$ cat src/rtl/mem_arbiter.sv
// mem_arbiter: shares one data-memory port between the IFU and the LSU.
// One transaction is outstanding at a time: IDLE (grant) -> WAIT (mem_req held
// until mem_ack or timeout) -> RESP (one-cycle strobe to the owner).
// Optional feature macro: MEM_ARB_RR_EN selects round-robin arbitration;
// without it the LSU has fixed priority over the IFU.
module mem_arbiter #(
  parameter int unsigned AW      = 32,
  parameter int unsigned DW      = 32,
  parameter int unsigned TIMEOUT = 64
) (
  input  logic          clk,
  input  logic          rst_n,
  input  logic          ifu_req_valid,
  output logic          ifu_req_ready,
  input  logic [AW-1:0] ifu_addr,
  output logic          ifu_resp_valid,
  output logic [DW-1:0] ifu_rdata,
  output logic          ifu_err,
  input  logic          lsu_req_valid,
  output logic          lsu_req_ready,
  input  logic          lsu_we,
  input  logic [2:0]    lsu_ctr,
  input  logic [AW-1:0] lsu_addr,
  input  logic [DW-1:0] lsu_wdata,
  output logic          lsu_resp_valid,
  output logic [DW-1:0] lsu_rdata,
  output logic          lsu_err,
  output logic          mem_req,
  output logic          mem_we,
  output logic [2:0]    mem_ctr,
  output logic [AW-1:0] mem_addr,
  output logic [DW-1:0] mem_wdata,
  input  logic          mem_ack,
  input  logic [DW-1:0] mem_rdata
);

  typedef enum logic [1:0] {IDLE, WAIT, RESP} state_t;

  // Counter only has to reach TIMEOUT-1.
  localparam int unsigned CW = (TIMEOUT > 2) ? $clog2(TIMEOUT) : 1;

  state_t        state;
  logic [CW-1:0] cnt;
  logic          owner_lsu;
  logic          grant_ifu;
  logic          grant_lsu;
  logic          timeout_hit;

`ifdef MEM_ARB_RR_EN
  // rr_lsu=1 means the LSU wins the next tie; reset favours the IFU.
  logic rr_lsu;

  // Tie-break toward whoever was not granted last.
  always_comb begin
    grant_lsu = lsu_req_valid && (!ifu_req_valid || rr_lsu);
    grant_ifu = ifu_req_valid && !grant_lsu;
  end

  // Pointer flips to the other requester on every accept.
  always_ff @(posedge clk or negedge rst_n) begin
    if (!rst_n) begin
      rr_lsu <= 1'b0;
    end else if (state == IDLE && (grant_ifu || grant_lsu)) begin
      rr_lsu <= grant_ifu;
    end
  end
`else
  // Fixed priority: LSU always beats IFU.
  always_comb begin
    grant_lsu = lsu_req_valid;
    grant_ifu = ifu_req_valid && !lsu_req_valid;
  end
`endif

  assign ifu_req_ready = (state == IDLE) && grant_ifu;
  assign lsu_req_ready = (state == IDLE) && grant_lsu;
  assign timeout_hit   = (cnt == CW'(TIMEOUT - 1));

  // Transaction FSM with registered memory-side and response outputs.
  always_ff @(posedge clk or negedge rst_n) begin
    if (!rst_n) begin
      state          <= IDLE;
      cnt            <= '0;
      owner_lsu      <= 1'b0;
      mem_req        <= 1'b0;
      mem_we         <= 1'b0;
      mem_ctr        <= 3'b000;
      mem_addr       <= '0;
      mem_wdata      <= '0;
      ifu_resp_valid <= 1'b0;
      ifu_rdata      <= '0;
      ifu_err        <= 1'b0;
      lsu_resp_valid <= 1'b0;
      lsu_rdata      <= '0;
      lsu_err        <= 1'b0;
    end else begin
      case (state)
        IDLE: begin
          cnt <= '0;
          if (ifu_req_ready) begin
            owner_lsu <= 1'b0;
            mem_addr  <= ifu_addr;
            mem_we    <= 1'b0;
            mem_ctr   <= 3'b010;
            mem_wdata <= '0;
            mem_req   <= 1'b1;
            state     <= WAIT;
          end else if (lsu_req_ready) begin
            owner_lsu <= 1'b1;
            mem_addr  <= lsu_addr;
            mem_we    <= lsu_we;
            mem_ctr   <= lsu_ctr;
            mem_wdata <= lsu_wdata;
            mem_req   <= 1'b1;
            state     <= WAIT;
          end
        end
        WAIT: begin
          // Ack is tested first so it wins over a coincident timeout.
          if (mem_ack || timeout_hit) begin
            mem_req <= 1'b0;
            state   <= RESP;
            if (owner_lsu) begin
              lsu_resp_valid <= 1'b1;
              lsu_err        <= !mem_ack;
              lsu_rdata      <= !mem_ack ? DW'(32'hDEAD_BEEF) : (mem_we ? '0 : mem_rdata);
            end else begin
              ifu_resp_valid <= 1'b1;
              ifu_err        <= !mem_ack;
              ifu_rdata      <= !mem_ack ? DW'(32'hDEAD_BEEF) : mem_rdata;
            end
          end else begin
            cnt <= cnt + 1'b1;
          end
        end
        RESP: begin
          ifu_resp_valid <= 1'b0;
          lsu_resp_valid <= 1'b0;
          state          <= IDLE;
        end
        default: state <= IDLE;
      endcase
    end
  end

endmodule
$ cat config.mk
export PLATFORM = sky130hd
export DESIGN_NAME = mem_arbiter
export DESIGN_NICKNAME = d
export VERILOG_FILES = /design/src/rtl/mem_arbiter.sv
export SDC_FILE = /design/constraint.sdc
export NUM_CORES = 1
export LEC_CHECK = 0
export BUFFER_PORTS_ARGS = -buffer_cell sky130_fd_sc_hd__buf_4
export CORE_MARGIN = 10
export CORE_UTILIZATION = 42
export CTS_BUF_LIST = sky130_fd_sc_hd__clkbuf_16
export DETAILED_ROUTE_END_ITERATION = 6
export GPL_ROUTABILITY_DRIVEN = 0
export PLACE_DENSITY_LB_ADDON = 0.1
export SLEW_MARGIN = 15
export SYNTH_ARGS = -nofsm -noshare
export SYNTH_HDL_FRONTEND = slang
export SYNTH_SLANG_ARGS = --single-unit
$ cat constraint.sdc
create_clock -name clk -period 1.65 [get_ports clk]
set_clock_uncertainty 0.05 [all_clocks]
set_input_delay 0.0825 -clock clk [delete_from_list [all_inputs] [get_ports clk]]
set_output_delay 0.0825 -clock clk [all_outputs]
set_load 0.01 [all_outputs]
### Word-level counts from Yosys, hierarchy flattened

Cells that the tools add are included.

| word-level totals | value |
|---|---|
| bits in registers | 146 |
| input bits | 137 |
| output and inout port bits | 139 |
| word-level logic and storage cells | 70 |

| operators by class | value |
|---|---|
| $add $sub $neg | 1 |
| equality and inequality tests | 8 |
| muxes and demuxes | 28 |
| bitwise gates (word level) | 1 |
| reduce and logical (&&, ||, !) cells | 18 |

Operators by type and width:

| cell | count |
|---|---|
| 32-bit two-way mux | 7 |
| 3-bit AND reduction | 5 |
| 6-bit one-hot mux with 2 select lines | 1 |
| 1-bit two-way mux | 10 |
| 2-bit != test (second input constant) | 4 |
| 6-bit by 1-bit adder with 6-bit output (second input constant) | 1 |
| 6-bit equality test (second input constant) | 1 |
| 2-bit two-way mux | 3 |
| 3-bit two-way mux | 2 |
| 6-bit two-way mux | 1 |
| 1-bit one-hot mux with 2 select lines | 3 |
| 2-bit AND reduction | 3 |
| 2-bit nonzero test | 3 |
| 2-bit one-hot mux with 2 select lines | 1 |
| 1-bit logical AND | 3 |
| 3-bit != test (second input constant) | 1 |
| 2-bit by 1-bit equality test with 1-bit output (second input constant) | 1 |
| 2-bit equality test (second input constant) | 1 |
| 1-bit logical NOT | 2 |
| 2-bit logical NOT | 1 |
| 1-bit logical OR | 1 |
| 1-bit inverter | 1 |

### Depth between registers and ports, before layout

Gate-level depths: netlist of the first run.

| logic depth | value |
|---|---|
| depth in word-level cells | 5 |
| depth in mapped cells | 7 |
| depth with buffers taken out | 5 |

### Worst setup path before layout of the first run

OpenSTA, ideal clock, no wires.

| timing | value |
|---|---|
| kind | register to register |
| start | register cnt[0] |
| end | register lsu_rdata[3] |
| setup time | 0.127 ns |
| arrival | 1.643 ns |
| data required time | 1.473 ns |
| slack | -0.170 ns |
| stages on the path, launching flop included | 8 |
| buffers on the path | 2 |
| clock period less this slack | 1.820 ns |
| path through | dfrtp_1 ha_1 nand2_1 o21ai_2 and3_1 buf_6 buf_8 mux2_1 |

| between the ends | value |
|---|---|
| cells in the longest elaborated chain, start to end | 3 |

RTL lines:

| what | line | RTL |
|---|---|---|
| start, declared | 43 | `logic [CW-1:0] cnt;` |
| start signal, assigned | 133 | `cnt <= cnt + 1'b1;` |
| 6-bit equality test | 77 | `assign timeout_hit = (cnt == CW'(TIMEOUT - 1));` |
| 1-bit logical OR | 120 | `if (mem_ack \|\| timeout_hit) begin` |
| 3-bit AND reduction (no source line) | n/a |  |
| end signal, assigned | 126 | `lsu_rdata <= !mem_ack ? DW'(32'hDEAD_BEEF) : (mem_we ? '0 : mem_rdata);` |
| end, declared | 26 | `output logic [DW-1:0] lsu_rdata,` |

No other way between the ends.
A chain may end at the register's enable or synchronous reset.

### Final worst setup path of the first run

| timing | value |
|---|---|
| start | register cnt[1] |
| end | register lsu_rdata[25] |

The elaborated chain is that of the path after synthesis.

==> run metrics, run 1 <==
Num CTS Buffers=17; most area-consuming cells after synthesis=dfrtp_1 60%, a222oi_1 5.3%, a22o_1 5.1%; latest clock arrival within the worst-skew pair=420 ps; Setup CP Type=register to register; TritonRoute pass-1 iters=7; Setup crit end kind=register; min Tclk post-route=1740 ps; sequential fraction of the synthesis area=0.604; CP Max Fanout=12; Cells after DPL=932; Yosys reg bits=146; fin area=10800 um^2; RSZ-0062 raised after global routing=yes; clock power share=0.208; Non-Filler Instances=1117; R2R depth=6; first-pass GRT wire length=37500 um; HP Class=primary input to asynchronous set/reset pin; Internal Power=12.5 mW; GR met3 Demand/Resource=0.0957; H-tree depth=4; syn avg cell area=12.5 um^2; DRT antenna net count=0; CTS root buf=clkbuf_16; reg2reg end=lsu_rdata[25]$_DFFE_PN0P_; core area=14000 um^2; M1 GR Usage=0.267; total gr overflow=0; switch share=0.345; Worst Path Buf+Inv=1; P_sw=6.61 mW; maximum root-to-sink buffer count=2; final setup fails=39; Final Cycle Share=1.05; commonest cells after routing, fill and taps aside=294 x buf_4, 145 x dfrtp_1, 136 x dlygate4sd3_1, 72 x inv_1; peak supply drop=0.000952 V; Post-synth EDFFs=0; post-synthesis cell count=486; starting density of the core=0.433; Critical Path, Cell by Cell=ha_4 -> nand2_4 -> o21ai_2 -> and3_4 -> buf_16 -> mux2_4; final slew viol count=0; DRT Wirelength=24700 um; critical path's slowest cell=dfrtp_1; global-route met2 utilization=0.389; Hold Fails Final Rpt=0; failing checks=setup timing; share of cells above drive strength 1=0.422; Synth cell types=43; status=finished with violations; Logic pwr share=0.455; Post-DP Area=8460 um^2; hpwl dp=15200 um; Worst EP arrival=1990 ps; initial antenna violation count=4; CTS tree=done; io pins=276; Total GRT Usage=0.240; Slew @ Worst Pin=399 ps; slew margin rel.=0.734; reg2reg setup slack=-90 ps; Synth async-reset ratio=1.00; Setup crit start kind=register; Row Count=43; vias in the first global route=6639; commonest non-fill, non-tap cell in the layout=buf_4; Setup TNS Final=-2260 ps; Die Ht=140 um; largest net degree at the start of global routing=52; Port Buffer Count=275; die footprint=19600 um^2; PwrDens=1780 nW/um^2; drt first-iter violations=460; Horiz. Die Dim=140 um; crit-path max cell delay=400 ps; Post-Synthesis Net Count=624; YS warnings=0; clk sink count=146; Hold Slack=74.9 ps; Core Util, Final=0.770; clock slew at reported path FFs=60 ps; Worst EP required=1900 ps; total number of vias=5989; post-synth top area cell=dfrtp_1; Netlist Area Pre-Place=6050 um^2; Synth top area share=0.604; vias per inst=5.36; kind of cell adding the most delay to the critical path=flip-flops; Remaining DRCs=0; Flop pwr share=0.337; final worst setup slack=-88.0 ps; fmax=575 MHz; Max Cap Viol=0; leakage=5.38 nW; area delta synth->final=77.9%; wire length per cell=22.1 um; GR peak layer=met2; Reg2Reg Launch Point=cnt[1]$_DFFE_PN0P_; dominant synthesized flop cell=dfrtp_1; # nets final=1059
[layer usage]
layer  part of all wire  vias to the layer above
met4              0.044                        0
met1               0.37                     2940
met2               0.49                      364
li1                   -                     2618
met3              0.096                       67
met5                  0                        -
[what timing repair did]
item,4_1_cts,5_1_grt
endpoints found under the hold margin,255,0
cloned,3,5
pin swaps,2,24
resized for setup,18,21
setup buffers,4,4
hold buffers,136,0
endpoints found under the setup margin,58,85
[state kept, by name, indices dropped and copies added, names as in the netlist]
| name | cells |
|---|---|
| mem_wdata | 32 |
| ifu_err | 1 |
| owner_lsu | 1 |
| ifu_resp_valid | 1 |
| mem_req | 1 |
| lsu_err | 1 |
| lsu_resp_valid | 1 |
| state | 2 |
| lsu_rdata | 32 |
| cnt | 6 |
| mem_addr | 32 |
| ifu_rdata | 32 |
| mem_ctr | 3 |
| mem_we | 1 |
[worst max-delay path by stage]
stage / start / endpoint / slack [ps] / depth (start not counted)
global route: cnt[1]$_DFFE_PN0P_ / lsu_rdata[25]$_DFFE_PN0P_ / -140 / 6
global placement: cnt[1]$_DFFE_PN0P_ / lsu_rdata[6]$_DFFE_PN0P_ / 3 / 6
finish: cnt[1]$_DFFE_PN0P_ / lsu_rdata[25]$_DFFE_PN0P_ / -90 / 6
CTS: state[0]$_DFFE_PN0P_ / ifu_req_ready / -110 / 4
detailed placement: cnt[1]$_DFFE_PN0P_ / lsu_rdata[7]$_DFFE_PN0P_ / -80 / 6
floorplan: cnt[1]$_DFFE_PN0P_ / lsu_rdata[3]$_DFFE_PN0P_ / -70 / 7
[cells by family after synthesis]
kind of cell | share of synthesized area
flops | 0.604
compound gates | 0.187
buf+inv | 0.0825
mux | 0.0757
fa+ha+maj | 0.00207
simple gates | 0.0488
[area by class of cell]
type	instances	area (um^2)
Antenna cell	4	10.0
Inverter	69	259
Timing Repair Buffer	453	4010
Fill cell	858	3220
Clock inverter	14	174
Clock buffer	17	425
Multi-Input combinational cell	234	2010
Tap cell	180	225
Sequential cell	146	3650
[power groups by stage]
stage / combinational, mW / clock [mW] / sequential [mW]
5_1_grt: 9.33 / 4.16 / 6.62
3_5_place_dp: 7.74 / 0 / 6.34
4_1_cts: 8.33 / 3.99 / 6.36
3_3_place_gp: 7.54 / 0 / 6.31
2_1_floorplan: 2.90 / 0 / 6.94
6_report: 8.70 / 3.97 / 6.46
[cells in the mapped netlist (2+ instances only)]
library cell  instances
nand3_1              13
a22o_1               35
nor2_1               15
a21oi_1               3
buf_2                10
a222oi_1             32
clkbuf_1             16
o21ai_0              37
mux2_4               20
nand2_1              13
and3_1                2
o22a_1               25
nand2b_1              3
dfrtp_1             146
buf_12                2
inv_1                69
a31oi_1               2
mux2_2                5
buf_4                 2
buf_6                 5
mux2_1                9
[metrics by stage]
step	setup WS (ps)	total power, mW
after floorplan	-68.3	9.84
after global placement	3.15	13.8
after detailed placement	-78.1	14.1
after CTS	-114	18.7
after global routing	-140	20.1
final	-88.0	19.1
(Power assumes the default switching activity.)
==> run 2: changes to the inputs <==
--- a/config.mk
+++ b/config.mk
@@ -7,7 +7,7 @@
 export LEC_CHECK = 0
 export BUFFER_PORTS_ARGS = -buffer_cell sky130_fd_sc_hd__buf_4
 export CORE_MARGIN = 10
-export CORE_UTILIZATION = 42
+export CORE_UTILIZATION = 47
 export CTS_BUF_LIST = sky130_fd_sc_hd__clkbuf_16
 export DETAILED_ROUTE_END_ITERATION = 6
 export GPL_ROUTABILITY_DRIVEN = 0
==> constraint.sdc (replaced) <==
create_clock -name clk -period 1.7 [get_ports clk]
set_clock_uncertainty 0.05 [all_clocks]
set_input_delay 0.085 -clock clk [delete_from_list [all_inputs] [get_ports clk]]
set_output_delay 0.085 -clock clk [all_outputs]
set_load 0.01 [all_outputs]
==> run 2 against run 1 <==
- the flow finishes with violations (DRC, setup timing)
- global-route usage rose by 3.4 points
- sequential cell count stayed put
- non-clock buffer count is 5 lower
- worst hold slack lost 4.6 ps
- critical path depth unchanged
- utilization increased by 7.5 points
- combinational power is 2.9% lower
- critical path type unchanged
- largest cell class unchanged
- largest power group unchanged
==> run metrics, run 2 (synthesis results as in run 1) <==
Final Cycle Share=1.03 (-0.0243); Total Power=18.8 mW (-1.9%); fmax=572 MHz (-0.65%); min Tclk post-route=1750 ps (+11.3 ps); share of cells above drive strength 1=0.422 (about the same); failing checks=DRC, setup timing; RSZ-0062 raised after global routing=yes; Die Ht=133 um (-4.7%); CP Max Fanout=6 (-6); P_sw=6.58 mW (-0.38%); Cells after DPL=925 (-0.75%); Total GRT Usage=0.274 (+0.0337); Core Util, Final=0.844 (+0.0746); Hold Fails Final Rpt=0 (unchanged); total number of vias=6077 (+1.5%); Row Count=41 (-4.7%); Remaining DRCs=10 (+10); die footprint=17800 um^2 (-9.2%); worst setup path startpoint=cnt[1]$_DFFE_PN0P_; PwrDens=1760 nW/um^2 (-0.89%); peak supply drop=0.000931 V (-2.3%); Internal Power=12.2 mW (-2.7%); clk sink count=146 (unchanged); Worst EP arrival=2000 ps (about the same); Port Buffer Count=275 (unchanged); H-tree depth=4 (unchanged); final worst setup slack=-49.3 ps (+38.7 ps); core area=12600 um^2 (-9.8%); fin area=10700 um^2 (-1.0%); final slew viol count=0 (unchanged); commonest non-fill, non-tap cell in the layout=buf_4; Flop pwr share=0.336 (about the same); Num CTS Buffers=17 (unchanged); starting density of the core=0.480 (+0.0469); total gr overflow=0 (unchanged); Setup CP Type=register to register; Slew @ Worst Pin=441 ps (+42.1 ps); Setup TNS Final=-822 ps (+1440 ps); commonest cells after routing, fill and taps aside=298 x buf_4, 145 x dfrtp_1, 133 x dlygate4sd3_1, 69 x inv_1, 37 x o21ai_0; clock slew at reported path FFs=60 ps (about the same); final setup fails=33 (-15%); switch share=0.351 (+0.00543); Non-Filler Instances=1102 (-1.3%); Reg2Reg Launch Point=cnt[1]$_DFFE_PN0P_; Setup crit start kind=register; latest clock arrival within the worst-skew pair=430 ps (about the same); DRT antenna net count=0 (unchanged); Post-DP Area=8430 um^2 (-0.33%); initial antenna violation count=2 (-2); CTS tree=done; largest net degree at the start of global routing=46 (-12%); status=finished with violations; hpwl dp=15000 um (-0.79%); Max Cap Viol=0 (unchanged); slew margin rel.=0.706 (-0.0281); vias per inst=5.51 (+2.9%); drt first-iter violations=619 (+35%); HP Class=primary input to asynchronous set/reset pin; Logic pwr share=0.450 (-0.005); vias in the first global route=6600 (-0.59%); # nets final=1054 (-0.47%); clock power share=0.214 (+0.006); area delta synth->final=76.1%; CTS root buf=clkbuf_16; TritonRoute pass-1 iters=7 (unchanged); first-pass GRT wire length=38100 um (+1.4%); Worst EP required=1950 ps (+50 ps); wire length per cell=23.4 um (+6.0%); io pins=276 (unchanged); maximum root-to-sink buffer count=2 (unchanged); Setup crit end kind=register; leakage=5.33 nW (-0.87%); DRT Wirelength=25800 um (+4.6%); Horiz. Die Dim=133 um (-4.7%)
[run 2: changes by cell type in the layout (fill, tap and decap cells not counted), moves of 3 or more]
cell	change
clkinv_1	+3
buf_4	+4
dlygate4sd3_1	-3
inv_1	-3
buf_12	-3
[run 2: final cells by class]
class / instances / area (um^2)
antenna: 2 / 5.00
clock buffer: 17 / 425
clock inverter: 14 / 194
fill: 635 / 1960
inverter: 69 / 259
multi-input combinational: 234 / 2010
sequential: 146 / 3650
tap: 172 / 215
timing repair buffer: 448 / 3900
[run 2: path summary, 6_finish.rpt]
path / to / slack [ps] / depth (start not counted)
setup / recovery: lsu_rdata[19]$_DFFE_PN0P_ / -50 / 6
hold / removal: ifu_rdata[0]$_DFFE_PN0P_ / 70 / 2
setup reg to reg: lsu_rdata[19]$_DFFE_PN0P_ / -50 / 6
hold reg to reg: ifu_rdata[3]$_DFFE_PN0P_ / 440 / 1
max in group asynchronous: ifu_rdata[21]$_DFFE_PN0P_ / 870 / 3
min in group clk: mem_req$_DFFE_PN0P_ / 70 / 4
[run 2: repair_timing]
action                                  CTS  global route
hold endpoints to repair                254             0
endpoints found under the setup margin   15            67
gates cloned                              2             4
pin swaps                                 3             4
hold buffers                            133             0
resized for setup                         7            22
setup buffers                             5             1
[run 2: power by group through the flow]
stage | logic (mW) | registers, mW | clock network, mW
2_1_floorplan | 2.82 | 6.74 | 0
3_3_place_gp | 7.27 | 6.11 | 0
3_5_place_dp | 7.50 | 6.12 | 0
4_1_cts | 7.96 | 6.16 | 4.01
5_1_grt | 8.97 | 6.44 | 4.17
6_report | 8.45 | 6.31 | 4.01
[run 2: worst max-delay path, stage by stage, from the launching register on]
cell and delay (ps):
dfrtp_1 400, ha_4 170, nand2_4 50, o21ai_4 130, and3_4 320, clkbuf_16 200
mux2_4 300
[run 2: routing by layer]
metal	track usage	part of all wire
met4	0.129	0.039
met1	0.287	0.35
met2	0.472	0.51
met5	0	0
met3	0.105	0.097
[run 2: stage by stage]
stage	hold WS, ps	setup WS, ps
after floorplan	-261	-18.3
after global placement	-51.0	48.5
after detailed placement	-46.1	-10.6
after CTS	68.2	-75.9
after global routing	78.2	-89.5
final	70.3	-49.3
==> run 3: changes to the inputs <==
--- a/config.mk
+++ b/config.mk
@@ -11,6 +11,7 @@
 export CTS_BUF_LIST = sky130_fd_sc_hd__clkbuf_16
 export DETAILED_ROUTE_END_ITERATION = 6
 export GPL_ROUTABILITY_DRIVEN = 0
+export MAX_ROUTING_LAYER = met4
 export PLACE_DENSITY_LB_ADDON = 0.1
 export SLEW_MARGIN = 15
 export SYNTH_ARGS = -nofsm -noshare
==> run 3 against run 2 <==
- the run ends with setup timing left
- cell area decreased by 0.18%
- utilization is 0.15 points lower
- sequential share of layout area is 0.061 points higher
- non-clock buffer count unchanged
- sequential cell count unchanged
- total power down 0.12%
- clock power barely moved
- critical path depth did not move
- worst setup slack gained 0.75 ps
==> run metrics, run 3 (synthesis results as in run 1) <==
status=finished with violations; failing checks=setup timing; maximum root-to-sink buffer count=2 (unchanged); core area=12600 um^2 (unchanged); Hold Slack=69.3 ps (-0.982 ps); clock slew at reported path FFs=60 ps (about the same); first-pass GRT wire length=38000 um (-0.31%); Reg2Reg Launch Point=cnt[1]$_DFFE_PN0P_; starting density of the core=0.480 (unchanged); worst setup path startpoint=cnt[1]$_DFFE_PN0P_; die footprint=17800 um^2 (unchanged); wire length per cell=23.3 um (-0.42%); clk sink count=146 (unchanged); Row Count=41 (unchanged); DRT Wirelength=25700 um (-0.42%); HP Class=primary input to register; Worst EP required=1950 ps (about the same); Remaining DRCs=0 (-10); vias in the first global route=6601 (+0.015%); min Tclk post-route=1750 ps (-0.749 ps); fmax=572 MHz (about the same); area delta synth->final=75.8%; commonest cells after routing, fill and taps aside=299 x buf_4, 145 x dfrtp_1, 133 x dlygate4sd3_1, 69 x inv_1, 37 x o21ai_0; final worst setup slack=-48.6 ps (+0.749 ps); Worst EP arrival=2000 ps (about the same); DRT antenna net count=0 (unchanged); Port Buffer Count=275 (unchanged); CTS tree=done; Horiz. Die Dim=133 um (unchanged); largest net degree at the start of global routing=46 (unchanged); Die Ht=133 um (unchanged); # nets final=1054 (unchanged); final setup fails=32 (-3.0%); RSZ-0062 raised after global routing=yes; Setup CP Type=register to register; CP Capture Point=lsu_rdata[19]$_DFFE_PN0P_; Total Power=18.7 mW (-0.12%); reg2reg end=lsu_rdata[19]$_DFFE_PN0P_; initial antenna violation count=2 (unchanged); Max Cap Viol=0 (unchanged); commonest non-fill, non-tap cell in the layout=buf_4; Hold Fails Final Rpt=0 (unchanged); drt first-iter violations=607 (-1.9%); final slew viol count=0 (unchanged); share of cells above drive strength 1=0.421 (-0.00108); Total GRT Usage=0.281 (+0.00778); CTS root buf=clkbuf_16; vias per inst=5.51 (-0.15%); H-tree depth=4 (unchanged); R2R depth=6 (unchanged); slew margin rel.=0.695 (-0.0109); hpwl dp=15000 um (unchanged); reg2reg setup slack=-50 ps (about the same); Setup crit start kind=register; total number of vias=6068 (-0.15%); latest clock arrival within the worst-skew pair=420 ps (about the same); peak supply drop=0.000928 V (-0.29%); Final Cycle Share=1.03 (about the same); CP Max Fanout=6 (unchanged); Num CTS Buffers=17 (unchanged); Slew @ Worst Pin=457 ps (+16.3 ps); PwrDens=1760 nW/um^2 (about the same); total gr overflow=0 (unchanged); TritonRoute pass-1 iters=7 (unchanged); Setup crit end kind=register; leakage=5.31 nW (-0.34%); io pins=276 (unchanged); pre-CTS setup slack=-10.6 ps (unchanged)
run 3: worst max-delay path, cell delays in order (launching register included):
cell and delay (ps):
dfrtp_1 400, ha_4 150, nand2_2 50, o21ai_2 140, and3_4 330, clkbuf_16 200, mux2_4 300
run 3: what timing repair did:
action / CTS / global route
pin swaps: 3 / 3
gates resized for setup: 7 / 18
hold endpoints to repair: 254 / 0
gates cloned: 2 / 4
setup buffers: 5 / 1
setup endpoints to repair: 15 / 67
hold buffers: 133 / 0
run 3: how the worst min path moves through the flow:
| stage | start | endpoint | slack, ps | cells past startpoint |
|---|---|---|---|---|
| after global routing | ifu_req_valid | mem_req$_DFFE_PN0P_ | 80 | 4 |
| after CTS | ifu_req_valid | mem_req$_DFFE_PN0P_ | 70 | 4 |
| after global placement | rst_n | ifu_rdata[2]$_DFFE_PN0P_ | -50 | 1 |
| final | ifu_req_valid | mem_req$_DFFE_PN0P_ | 70 | 4 |
| after detailed placement | rst_n | ifu_rdata[0]$_DFFE_PN0P_ | -50 | 1 |
| after floorplan | rst_n | cnt[0]$_DFFE_PN0P_ | -260 | 0 |
run 3: final cells by class:
type,instances,area (um^2)
timing repair buffer,448,3890
clock inverter,14,194
multi-input combinational,234,1990
antenna,2,5.00
clock buffer,17,425
fill,637,1980
tap,172,215
sequential,146,3650
inverter,69,259
run 3: metal layers:
layer | wire length [um] | vias to the layer above | GRT usage
met3 | 2300 | 78 | 0.0898
li1 | - | 2613 | -
met4 | 1050 | 0 | 0.129
met5 | 0 | - | -
met2 | 13100 | 374 | 0.472
met1 | 9290 | 3003 | 0.298
run 3: metrics by stage:
step	utilization	std cells	cell area, um^2	setup TNS (ps)
2_1_floorplan	-	486	6070	-390
3_3_place_gp	0.668	925	8430	0
3_5_place_dp	0.668	925	8430	-18.3
4_1_cts	0.832	1096	10500	-75.9
5_1_grt	0.843	1102	10600	-2440
6_report	0.843	1102	10600	-753
run 3: report_power, final:
group	total, mW	internal, mW	switching, mW
Combinational	8.42	4.50	3.92
Sequential	6.31	5.11	1.19
Clock	4.02	2.56	1.45
Total	18.7	12.2	6.57
